**config.mk**
```make
export PLATFORM = sky130hd
export DESIGN_NAME = oc_gpio_arbiter
export DESIGN_NICKNAME = d
export VERILOG_FILES = /design/src/rtl/oc_gpio_arbiter.sv
export SDC_FILE = /design/constraint.sdc
export NUM_CORES = 1
export LEC_CHECK = 0
export CAP_MARGIN = 40
export CORE_UTILIZATION = 49
export CTS_BUF_LIST = sky130_fd_sc_hd__clkbuf_4 sky130_fd_sc_hd__clkbuf_8 sky130_fd_sc_hd__clkbuf_16
export DETAILED_ROUTE_END_ITERATION = 10
export PLACE_DENSITY = 0.87
export RECOVER_POWER = 100
export SYNTH_ARGS = -nofsm -noshare
export SYNTH_HDL_FRONTEND = slang
export SYNTH_SLANG_ARGS = --single-unit
```
**constraint.sdc**
```tcl
create_clock -name clock -period 5.7 [get_ports clock]
set_input_delay 0.855 -clock clock [delete_from_list [all_inputs] [get_ports clock]]
set_output_delay 0.855 -clock clock [all_outputs]
set_load 0.01 [all_outputs]
```
**src/rtl/oc_gpio_arbiter.sv**
```systemverilog
// Round-robin owner arbitration for a shared GPIO pad bank: one agent drives the
// pins at a time, with an all-tristate turnaround between owners and a hold watchdog.
module oc_gpio_arbiter #(
  parameter int GpioCount        = 8,
  parameter int NumRequesters    = 3,
  parameter int TurnaroundCycles = 2,
  parameter int TimeoutCycles    = 1024,
  parameter int SyncCycles       = 3
) (
  input  logic                                 clock,
  input  logic                                 reset,
  input  logic [NumRequesters-1:0]             req,
  input  logic [NumRequesters*GpioCount-1:0]   reqOut,
  input  logic [NumRequesters*GpioCount-1:0]   reqDrive,
  output logic [NumRequesters-1:0]             grant,
  output logic [NumRequesters-1:0]             timeoutErr,
  output logic                                 busy,
  output logic [GpioCount-1:0]                 gpioOut,
  output logic [GpioCount-1:0]                 gpioTristate,
  input  logic [GpioCount-1:0]                 gpioIn,
  output logic [GpioCount-1:0]                 gpioInSync,
  output logic [1:0]                           dbg_state
);

  localparam int PtrW  = $clog2(NumRequesters);
  localparam int TurnW = (TurnaroundCycles > 1) ? $clog2(TurnaroundCycles) : 1;
  localparam int CntW  = (TimeoutCycles > 1) ? $clog2(TimeoutCycles) : 1;

  localparam logic [TurnW-1:0]         TurnLast   = TurnW'(TurnaroundCycles - 1);
  localparam logic [CntW-1:0]          CntLast    = CntW'(TimeoutCycles - 1);
  localparam logic [NumRequesters-1:0] OneHot0    = NumRequesters'(1);
  localparam bit                       WatchdogOn = (TimeoutCycles != 0);

  typedef enum logic [1:0] {
    IDLE  = 2'd0,
    GRANT = 2'd1,
    TURN  = 2'd2
  } state_t;

  // Handshake: req[i] is a level held for the whole use; grant[i] is the
  // registered answer and stays high until req[i] drops or the watchdog fires.

  // Reset asserts asynchronously everywhere, releases on a clock edge.
  logic [1:0] rst_sync;
  logic       rst_n;

  always_ff @(posedge clock or negedge reset) begin
    if (!reset) rst_sync <= 2'b00;
    else        rst_sync <= {rst_sync[0], 1'b1};
  end

  assign rst_n = rst_sync[1];

  state_t                   state;
  state_t                   state_n;
  logic [PtrW-1:0]          owner;
  logic [PtrW-1:0]          rr_ptr;
  logic [PtrW-1:0]          pick_idx;
  logic [PtrW-1:0]          rr_next;
  logic                     pick_valid;
  logic [TurnW-1:0]         turn_cnt;
  logic [CntW-1:0]          own_cnt;
  logic [NumRequesters-1:0] lockout;
  logic [NumRequesters-1:0] eligible;
  logic [NumRequesters-1:0] owner_oh;
  logic                     own_req;
  logic [GpioCount-1:0]     own_out;
  logic [GpioCount-1:0]     own_drive;
  logic                     turn_last;
  logic                     arb_now;
  logic                     grant_now;
  logic                     release_now;
  logic                     timeout_now;
  logic                     hold_now;

  assign eligible = req & ~lockout;
  assign owner_oh = OneHot0 << owner;

  always_comb begin
    own_req   = 1'b0;
    own_out   = '0;
    own_drive = '0;
    for (int i = 0; i < NumRequesters; i++) begin
      if (owner == PtrW'(i)) begin
        own_req   = req[i];
        own_out   = reqOut[i*GpioCount +: GpioCount];
        own_drive = reqDrive[i*GpioCount +: GpioCount];
      end
    end
  end

  // First eligible agent at or after rr_ptr, wrapping.
  always_comb begin
    int idx;
    pick_valid = 1'b0;
    pick_idx   = '0;
    idx        = 0;
    for (int k = 0; k < NumRequesters; k++) begin
      idx = int'(rr_ptr) + k;
      if (idx >= NumRequesters) idx = idx - NumRequesters;
      if (!pick_valid && eligible[PtrW'(idx)]) begin
        pick_valid = 1'b1;
        pick_idx   = PtrW'(idx);
      end
    end
  end

  assign rr_next     = (pick_idx == PtrW'(NumRequesters - 1)) ? '0 : pick_idx + PtrW'(1);
  assign turn_last   = (turn_cnt == TurnLast);
  assign arb_now     = (state == IDLE) || ((state == TURN) && turn_last);
  assign grant_now   = arb_now && pick_valid;
  assign release_now = (state == GRANT) && !own_req;
  // A release in the same cycle as expiry takes priority, hence the own_req term.
  assign timeout_now = WatchdogOn && (state == GRANT) && own_req && (own_cnt == CntLast);
  assign hold_now    = (state == GRANT) && !release_now && !timeout_now;

  always_comb begin
    state_n = state;
    case (state)
      IDLE:    if (grant_now) state_n = GRANT;
      GRANT:   if (release_now || timeout_now) state_n = TURN;
      TURN:    if (turn_last) state_n = grant_now ? GRANT : IDLE;
      default: state_n = IDLE;
    endcase
  end

  always_ff @(posedge clock or negedge rst_n) begin
    if (!rst_n) begin
      state    <= IDLE;
      turn_cnt <= '0;
    end else begin
      state    <= state_n;
      turn_cnt <= (state == TURN) ? turn_cnt + TurnW'(1) : '0;
    end
  end

  always_ff @(posedge clock or negedge rst_n) begin
    if (!rst_n) begin
      grant      <= '0;
      owner      <= '0;
      rr_ptr     <= '0;
      own_cnt    <= '0;
      lockout    <= '0;
      timeoutErr <= '0;
    end else begin
      if (grant_now) begin
        grant   <= OneHot0 << pick_idx;
        owner   <= pick_idx;
        rr_ptr  <= rr_next;
        own_cnt <= '0;
      end else begin
        if (release_now || timeout_now) grant <= '0;
        if (WatchdogOn && (state == GRANT)) own_cnt <= own_cnt + CntW'(1);
      end
      timeoutErr <= timeout_now ? owner_oh : '0;
      // A revoked agent stays locked out until it is seen with req low.
      lockout    <= (lockout | (timeout_now ? owner_oh : '0)) & req;
    end
  end

  // Pins only follow an owner that is staying in GRANT for the next cycle.
  always_ff @(posedge clock or negedge rst_n) begin
    if (!rst_n) begin
      gpioOut      <= '0;
      gpioTristate <= '1;
    end else if (hold_now) begin
      gpioOut      <= own_out;
      gpioTristate <= ~own_drive;
    end else begin
      gpioOut      <= '0;
      gpioTristate <= '1;
    end
  end

  logic [GpioCount-1:0] sync_q [SyncCycles];

  always_ff @(posedge clock or negedge rst_n) begin
    if (!rst_n) begin
      for (int i = 0; i < SyncCycles; i++) sync_q[i] <= '0;
    end else begin
      sync_q[0] <= gpioIn;
      for (int i = 1; i < SyncCycles; i++) sync_q[i] <= sync_q[i-1];
    end
  end

  assign gpioInSync = sync_q[SyncCycles-1];
  assign busy       = (state != IDLE);
  assign dbg_state  = state;

  grant_onehot: assert property (@(posedge clock) disable iff (!rst_n) $onehot0(grant));

endmodule

```
; ---- Yosys cells after proc, flatten, opt, wreduce, memory -nomap -nowiden
; Cells that the tools add are included.
[word_totals]
ff_bits = 68
latchBits = 0
mem_bits_rw = 0
rom_bits = 0
out_inout_bits = 33
wordCells = 107
n_memories = 0
[op_classes]
add_sub_neg = 8
multipliers = 0
n_div = 0
magnitude_cmp = 6
eq_ne = 9
shifts = 2
n_mux = 41
bitwise_logic = 5
n_reduce_logical = 22
[ops]
columns = cell, count
row1 = 8-bit two-way mux, 8
row2 = 10-bit two-way mux, 2
row3 = 2-bit two-way mux, 10
row4 = 1-bit two-way mux, 14
row5 = "2-bit by 4-bit less-than comparator with 1-bit output, second input constant", 3
row6 = "10-bit by 1-bit adder with 10-bit output, second input constant", 1
row7 = "10-bit equality test, second input constant", 1
row8 = 1-bit logical AND, 9
row9 = 3-bit two-way mux, 3
row10 = 8-bit NOT, 1
row11 = 3-bit bitwise AND, 2
row12 = 1-bit binary-select mux with 2-bit select, 3
row13 = "2-bit equality test, second input constant", 3
row14 = "3-bit by 2-bit greater-or-equal comparator with 1-bit output, second input constant", 2
row15 = 2-bit one-hot mux with 3 select lines, 1
row16 = 2-bit nonzero test, 3
row17 = "1-bit by 2-bit << shifter with 3-bit output, first input constant", 2
row18 = "2-bit subtractor, second input constant", 3
row19 = 1-bit zero test, 5
row20 = "2-bit by 1-bit equality test with 1-bit output, second input constant", 2
row21 = 2-bit zero test, 2
row22 = "2-bit != test, second input constant", 2
row23 = "2-bit by 1-bit adder with 3-bit output, second input constant", 1
row24 = "2-bit by 2-bit adder with 3-bit output, second input constant", 1
row25 = 8 further kinds, 9

; ---- Longest topological paths before layout
; Gate-level depths: netlist of run 1.
[depth]
word_depth = 16
depth_mapped = 8
ltp_nobuf = 7

; ---- Least setup slack after synthesis of run 1
; Ideal clock, no wire load.
[synth_path]
kind = in2reg
from = input port req[1]
to = register owner[1]
setup_ns = 0.125
arrival_ns = 1.942
required_time_ns = 5.575
path_slack_ns = 3.633
cell_stages = 5
path_cell_list = nor2b_1 -> a22o_1 -> o31ai_4 -> a21oi_4 -> mux2_4
[synth_between]
elab_chain_len = 12
word_cells_on_any_way = 21
[synth_rtl]
columns = element, line
row1 = "start, declared", 12  ; input logic [NumRequesters-1:0] req,
row2 = 3-bit bitwise AND (*), 76  ; assign eligible = req & ~lockout;
row3 = 1-bit binary-select mux with 2-bit select, 101  ; if (!pick_valid && eligible[PtrW'(idx)]) begin
row4 = 1-bit two-way mux (implied by the code) (2 in a row), 101
row5 = 1-bit two-way mux, 101
row6 = 1-bit zero test, 101
row7 = 1-bit logical AND, 101
row8 = 1-bit two-way mux, 101
row9 = 1-bit zero test, 101
row10 = 1-bit logical AND, 101
row11 = 1-bit two-way mux, 101
row12 = 1-bit logical AND, 111  ; assign grant_now = arb_now && pick_valid;
row13 = "end signal, assigned", 148  ; owner <= pick_idx;
row14 = "end, declared", 56  ; logic [PtrW-1:0] owner;
; Mark *: on every way between the ends. The rest lies on a longest branch, timed or not. The select of a mux whose other input is x is not followed.
; A chain may end at the register's enable or synchronous reset.

==> results of run 1 <==
cell usage in the layout (no fill, tap or decap), types with 4 or more instances in the layout:
cell | synthesis | routed
nand2_1 | 26 | 26
ha_1 | 4 | 4
nor2b_1 | 4 | 4
dfstp_2 | 8 | 8
xnor2_1 | 6 | 6
a21oi_1 | 12 | 13
clkbuf_8 | 0 | 9
o21a_1 | 5 | 5
clkdlybuf4s50_1 | 0 | 50
dlygate4sd3_1 | 0 | 43
dfrtp_1 | 60 | 59
nor2_1 | 31 | 31
mux2i_1 | 20 | 20
o21ai_0 | 9 | 10
nand2b_1 | 5 | 5
stage by stage:
| stage | cell area (um2) | std cells |
|---|---|---|
| after floorplan | 2900 | 251 |
| after global placement | 3830 | 400 |
| after detailed placement | 3830 | 400 |
| after CTS | 4030 | 416 |
| after global routing | 4000 | 416 |
| final | 4000 | 416 |
flip-flops by register name (all words and copies together), names as in the netlist:
register / count
sync_q: 16
turn_cnt: 1
lockout: 3
gpioTristate: 8
gpioInSync: 8
grant: 3
rr_ptr: 2
rst_sync: 2
gpioOut: 8
timeoutErr: 3
owner: 2
dbg_state: 2
own_cnt: 10
logic make-up (layout without fill, tap and decap cells):
| group | count (synthesis) | in the layout | synth area share, % |
|---|---|---|---|
| adders and majority gates | 4 | 4 | 1.73 |
| buffers and inverters | 22 | 115 | 4.23 |
| DFF | 68 | 68 | 59.1 |
| and+or+nand+nor | 85 | 85 | 14.8 |
| muxes | 22 | 22 | 7.94 |
| AOI/OAI and AO/OA | 40 | 40 | 9.41 |
| xor gates and xnor gates | 9 | 9 | 2.72 |
| other | 1 | 1 | 0.129 |
power by group through the flow:
stage               clock, mW  sequential [mW]  combinational (mW)
finish                  0.399            0.627               0.590
global route            0.428            0.637               0.647
CTS                     0.407            0.631               0.626
detailed placement          0            0.639               0.624
global placement            0            0.634               0.606
floorplan                   0            0.630               0.422
cell type report:
cell class                 count  area (um2)
clock inverter                 7        75.1
timing repair buffer          96         950
clock buffer                   9         124
sequential                    68        1710
fill                         417        1610
multi-input combinational    161        1040
inverter                       3        11.3
tap                           72        90.1
metal layers:
metal	part of all wire, %	track usage, %
met1	40	23.9
met5	0	0
met4	2.9	12.0
met3	6.5	6.67
met2	51	36.4
synth_stat cells (2+ instances only):
| master | number | share of area [%] |
|---|---|---|
| mux2_4 | 2 | 1.0 |
| xor2_1 | 3 | 0.91 |
| nand4_1 | 3 | 0.65 |
| mux2i_1 | 20 | 6.9 |
| clkbuf_1 | 4 | 0.52 |
| ha_1 | 4 | 1.7 |
| dfrtp_1 | 60 | 52 |
| dfstp_2 | 8 | 7.3 |
| and3_1 | 2 | 0.43 |
| inv_1 | 3 | 0.39 |
| nor2_1 | 31 | 4.0 |
| xnor2_1 | 6 | 1.8 |
| nor2b_1 | 4 | 0.86 |
| o22ai_1 | 2 | 0.43 |
| o21a_1 | 5 | 1.3 |
| nor3b_2 | 2 | 0.86 |
| buf_4 | 9 | 2.3 |
| nand3_2 | 2 | 0.69 |
| or2_1 | 2 | 0.43 |
| nor3_1 | 2 | 0.35 |
| buf_2 | 5 | 0.86 |
| nand2_1 | 26 | 3.4 |
| nand2b_1 | 5 | 1.1 |
| o2bb2ai_1 | 2 | 0.60 |
| o21ai_0 | 9 | 1.6 |
| a21oi_1 | 12 | 2.1 |
worst max-delay path by stage:
stage | endpoint | slack, ns | depth (start not counted)
finish | gpioInSync[2]$_DFF_PN0_ | 2.30 | 1
global route | owner[1]$_DFFE_PN0N_ | 1.52 | 1
CTS | owner[1]$_DFFE_PN0N_ | 3.19 | 6
detailed placement | grant[2]$_DFFE_PN0P_ | 2.82 | 6
global placement | owner[1]$_DFFE_PN0N_ | 2.85 | 6
floorplan | owner[1]$_DFFE_PN0N_ | 3.63 | 5
==> flow_metrics.py, run 1 <==
metrics = {
    "outcome": {
        "outcome": "finished, violations left",
        "violations": "max-capacitance violations, max-slew violations",
    },
    "drt": {
        "drt.antenna.violating_nets": 0,
        "wl_per_cell_um": 15.0,
        "firstDrtPassIters": 4,
        "avgViaCountPerCell": 5.15,
        "drc_errors": 0,
        "drt_first_iter_violations": 46,
        "wirelength_mm": 6.24,
        "vias": 2144,
    },
    "timing": {
        "tightest_slew_ns": 3.37,
        "rsz0062_at_grt": "no",
        "slew_headroom_pct": -125,
        "hold_ws_ns": 0.352,
        "skew_ns": 0.00983,
        "finalHoldViolCount": 0,
        "setup_tns_ns": 0,
        "slew_viol_final": 67,
        "setup_viol": 0,
        "min_period_over_period_pct": 59.6,
        "timing.final.crit_period_ns": 3.40,
        "fin_ws_ns": 2.30,
        "fmaxAchievable_mhz": 294,
    },
    "pwr": {
        "power_density_nw_per_um2": 404,
        "leakage_nw": 1.73,
        "p_comb_share_pct": 36.5,
        "swShare_pct": 35.4,
        "fin_total_pwr_mw": 1.62,
        "power_frac_seq_pct": 38.8,
        "clkPwrFrac_pct": 24.7,
        "vdd_drop_max_mv": 0.270,
        "intPower_mw": 1.04,
        "p_switching_mw": 0.571,
    },
    "clocking": {
        "cts-hold-fix-buffers": 0,
        "cts_setup_buffers": 0,
        "cts_resized": 0,
        "cts_made_buffers": 9,
        "cts_root_buffer": "clkbuf_8",
        "cts.reportedPaths.clkPinSlew_ns": 0.08,
        "clockBufferDepth": 2,
        "cts_htree_levels": 3,
        "clk_latency_ns": 0.35,
        "clock-sinks": 68,
        "cts_tree": "yes",
    },
    "yosys": {
        "synth_ff_type": "dfrtp_1",
        "syn-cell-area_um2": 2900,
        "synthCells": 251,
        "synth_nets": 316,
        "ys_seq_elements": 68,
        "yosysSeqAreaShare_pct": 59.1,
        "avgSynthCellArea_um2": 11.5,
        "synth_cell_types": 44,
        "ys_warn_count": 0,
        "synth-edff-count": 0,
        "synthArstFlopShare_pct": 100,
    },
    "grt": {
        "grt_usage_pct": 21.5,
        "grt_pass1_vias": 2141,
        "gr-total-overflow": 0,
        "antenna_found_initial": 0,
        "grt_pass1_wl_mm": 9.89,
        "grt_max_degree": 67,
    },
    "finish": {
        "antenna_cells": 0,
        "finish.utilization_pct": 71.3,
        "syn2layout_area_growth_pct": 38.0,
        "drive_gt1_share_pct": 9.88,
        "nets": 404,
    },
    "critical_path": {
        "crit_path_end_kind": "async pin",
        "rr_endpoint": "gpioInSync[2]$_DFF_PN0_",
        "cp_top_family": "buffers and inverters",
        "slowest_delay_ns": 2.36,
        "reg2reg_slack_ns": 2.30,
        "worst-setup-path-type": "reg2async",
        "path_max_fanout": 66,
        "arrival_ns": 3.10,
        "r2r_start": "rst_sync[1]$_DFF_PN0_",
        "path_cells": "clkbuf_1",
        "crit_path_start": "rst_sync[1]$_DFF_PN0_",
        "worstSetupStartpointType": "flop",
        "worst-path-buf-inv": 1,
        "r2r_cells": 1,
        "worstPathRequired_ns": 5.40,
        "crit_slowest_cell": "clkbuf_1",
    },
    "floorplanning": {
        "io_pins": 94,
        "die_x_um": 78.9,
        "die_h_um": 78.9,
        "start_util_pct": 51.7,
        "dieArea_um2": 6230,
        "rows": 27,
        "core-area_um2": 5610,
    },
    "place": {
        "hpwl_mm": 4.38,
        "gp_congestion": 0.882,
        "portBuffers": 93,
        "preCtsSetupSlack_ns": 2.82,
    },
    "hold_path": {
        "hold_depth": 0,
        "min_from": "sync_q[12]$_DFF_PN0_",
        "hp-class": "reg2reg",
        "hold_end": "gpioInSync[4]$_DFF_PN0_",
    },
    "flow_run": {
        "maxCapViolations": 1,
    },
}
Note: power is estimated with default switching activity, not from simulation.
==> inputs of run 2 (changes only) <==
--- a/config.mk
+++ b/config.mk
@@ -6,10 +6,10 @@
 export NUM_CORES = 1
 export LEC_CHECK = 0
 export CAP_MARGIN = 40
-export CORE_UTILIZATION = 49
+export CORE_UTILIZATION = 46
 export CTS_BUF_LIST = sky130_fd_sc_hd__clkbuf_4 sky130_fd_sc_hd__clkbuf_8 sky130_fd_sc_hd__clkbuf_16
 export DETAILED_ROUTE_END_ITERATION = 10
-export PLACE_DENSITY = 0.87
+export PLACE_DENSITY = 0.83
 export RECOVER_POWER = 100
 export SYNTH_ARGS = -nofsm -noshare
 export SYNTH_HDL_FRONTEND = slang
==> constraint.sdc (replaced) <==
create_clock -name clock -period 3.3 [get_ports clock]
set_input_delay 0.495 -clock clock [delete_from_list [all_inputs] [get_ports clock]]
set_output_delay 0.495 -clock clock [all_outputs]
set_load 0.01 [all_outputs]
==> flow_metrics.py, run 2 (synthesis gave the netlist of run 1 again) <==
metrics = {
    "outcome": {
        "outcome": "finished clean",
    },
    "critical_path": {
        "rr_endpoint": "gpioTristate[0]$_DFF_PN1_",
        "path_max_fanout": 28,
        "path_cells": "clkbuf_1 -> buf_4",
        "crit_slowest_cell": "clkbuf_1",
        "r2r_cells": 2,
        "worstPathRequired_ns": 3.74,
        "slowest_delay_ns": 1.13,
        "reg2reg_slack_ns": 1.03,
        "worst-setup-path-type": "reg2async",
        "arrival_ns": 2.72,
        "crit_path_end_kind": "async pin",
        "worstSetupStartpointType": "flop",
        "r2r_start": "rst_sync[1]$_DFF_PN0_",
    },
    "timing": {
        "tightest_slew_ns": 1.47,
        "setup_viol": 0,
        "slew_viol_final": 0,
        "slew_headroom_pct": 1.96,
        "min_period_over_period_pct": 68.9,
        "finalHoldViolCount": 0,
        "rsz0062_at_grt": "no",
        "fmaxAchievable_mhz": 440,
        "timing.final.crit_period_ns": 2.27,
        "skew_ns": 0.0124,
        "setup_tns_ns": 0,
    },
    "finish": {
        "syn2layout_area_growth_pct": 38.8,
        "final_common_cell": "dfrtp_1",
        "nets": 406,
        "antenna_cells": 0,
        "reg_top3": "sync_q: 16 flops, own_cnt: 10 flops",
        "drive_gt1_share_pct": 9.83,
        "most-common-layout-cells": "60 x dfrtp_1, 51 x clkdlybuf4s50_1, 42 x dlygate4sd3_1",
        "top_register": "sync_q",
        "finish.utilization_pct": 67.1,
        "largest_register_ffs": 16,
    },
    "clocking": {
        "cts_setup_buffers": 0,
        "clockBufferDepth": 2,
        "cts.reportedPaths.clkPinSlew_ns": 0.08,
        "cts_root_buffer": "clkbuf_8",
        "cts_made_buffers": 9,
        "clock-sinks": 68,
        "clk_latency_ns": 0.34,
        "cts-hold-fix-buffers": 0,
        "cts_htree_levels": 3,
        "cts_tree": "yes",
        "cts_resized": 0,
    },
    "hold_path": {
        "hp-class": "reg2async",
    },
    "drt": {
        "drt_first_iter_violations": 101,
        "wirelength_mm": 6.30,
        "wl_per_cell_um": 15.0,
        "vias": 2122,
        "drt.antenna.violating_nets": 0,
        "drc_errors": 0,
        "firstDrtPassIters": 4,
        "avgViaCountPerCell": 5.04,
    },
    "place": {
        "gp_congestion": 0.790,
        "hpwl_mm": 4.73,
        "portBuffers": 93,
    },
    "grt": {
        "grt_pass1_vias": 2132,
        "antenna_found_initial": 0,
        "grt_pass1_wl_mm": 10.0,
        "gr-total-overflow": 0,
        "grt_max_degree": 29,
        "grt_usage_pct": 20.8,
    },
    "floorplanning": {
        "rows": 28,
        "die_h_um": 81.4,
        "dieArea_um2": 6620,
        "core-area_um2": 5990,
        "die_x_um": 81.4,
        "io_pins": 94,
        "start_util_pct": 48.4,
    },
    "pwr": {
        "power_density_nw_per_um2": 695,
        "fin_total_pwr_mw": 2.80,
        "vdd_drop_max_mv": 0.793,
        "leakage_nw": 1.73,
    },
    "flow_run": {
        "maxCapViolations": 0,
    },
}
run 2: worst max-delay path: cells and delay by family (launching register included):
kind                   cells  cell delay, ns
DFF                        1            0.76
buffers and inverters      2            1.61
run 2: routing by layer:
metal | vias up | track usage, % | part of all wire [%]
li1 | 1026 | - | -
met1 | 1021 | 25.8 | 42
met2 | 66 | 33.8 | 51
met3 | 9 | 5.17 | 5.5
met4 | 0 | 9.82 | 1.6
met5 | - | 0 | 0
run 2: worst max-delay path by stage:
stage	start	to	slack [ns]	cells after the start
floorplan	rst_sync[1]$_DFF_PN0_	dbg_state[0]$_DFFE_PN0P_	1.28	0
global placement	req[1]	owner[1]$_DFFE_PN0N_	0.81	6
detailed placement	req[1]	grant[2]$_DFFE_PN0P_	0.75	6
CTS	rr_ptr[0]$_DFFE_PN0N_	grant[2]$_DFFE_PN0P_	1.08	6
global route	rst_sync[1]$_DFF_PN0_	gpioTristate[0]$_DFF_PN1_	0.57	2
finish	rst_sync[1]$_DFF_PN0_	gpioTristate[0]$_DFF_PN1_	1.03	2
run 2: per-stage QoR:
step	cells	area, um2	hold WS, ns	setup WS [ns]
6_report	421	4020	0.264	1.03
5_1_grt	421	4020	0.342	0.573
4_1_cts	421	4060	0.211	1.08
3_5_place_dp	405	3860	0.206	0.755
3_3_place_gp	404	3840	0.331	0.813
2_1_floorplan	251	2900	0.199	1.28
run 2: area by class of cell:
type                    instances  area [um2]
well taps                      75        93.8
fillers                       462        1970
multi-input cells             161        1040
repair buffers                 98         965
flip-flops and latches         68        1710
inverters                       3        11.3
clock inverters                 7        75.1
clock buffers                   9         124
run 2: power breakdown:
group	switching, mW	internal (mW)
clock	0.320	0.352
combinational	0.591	0.479
sequential	0.0802	0.973
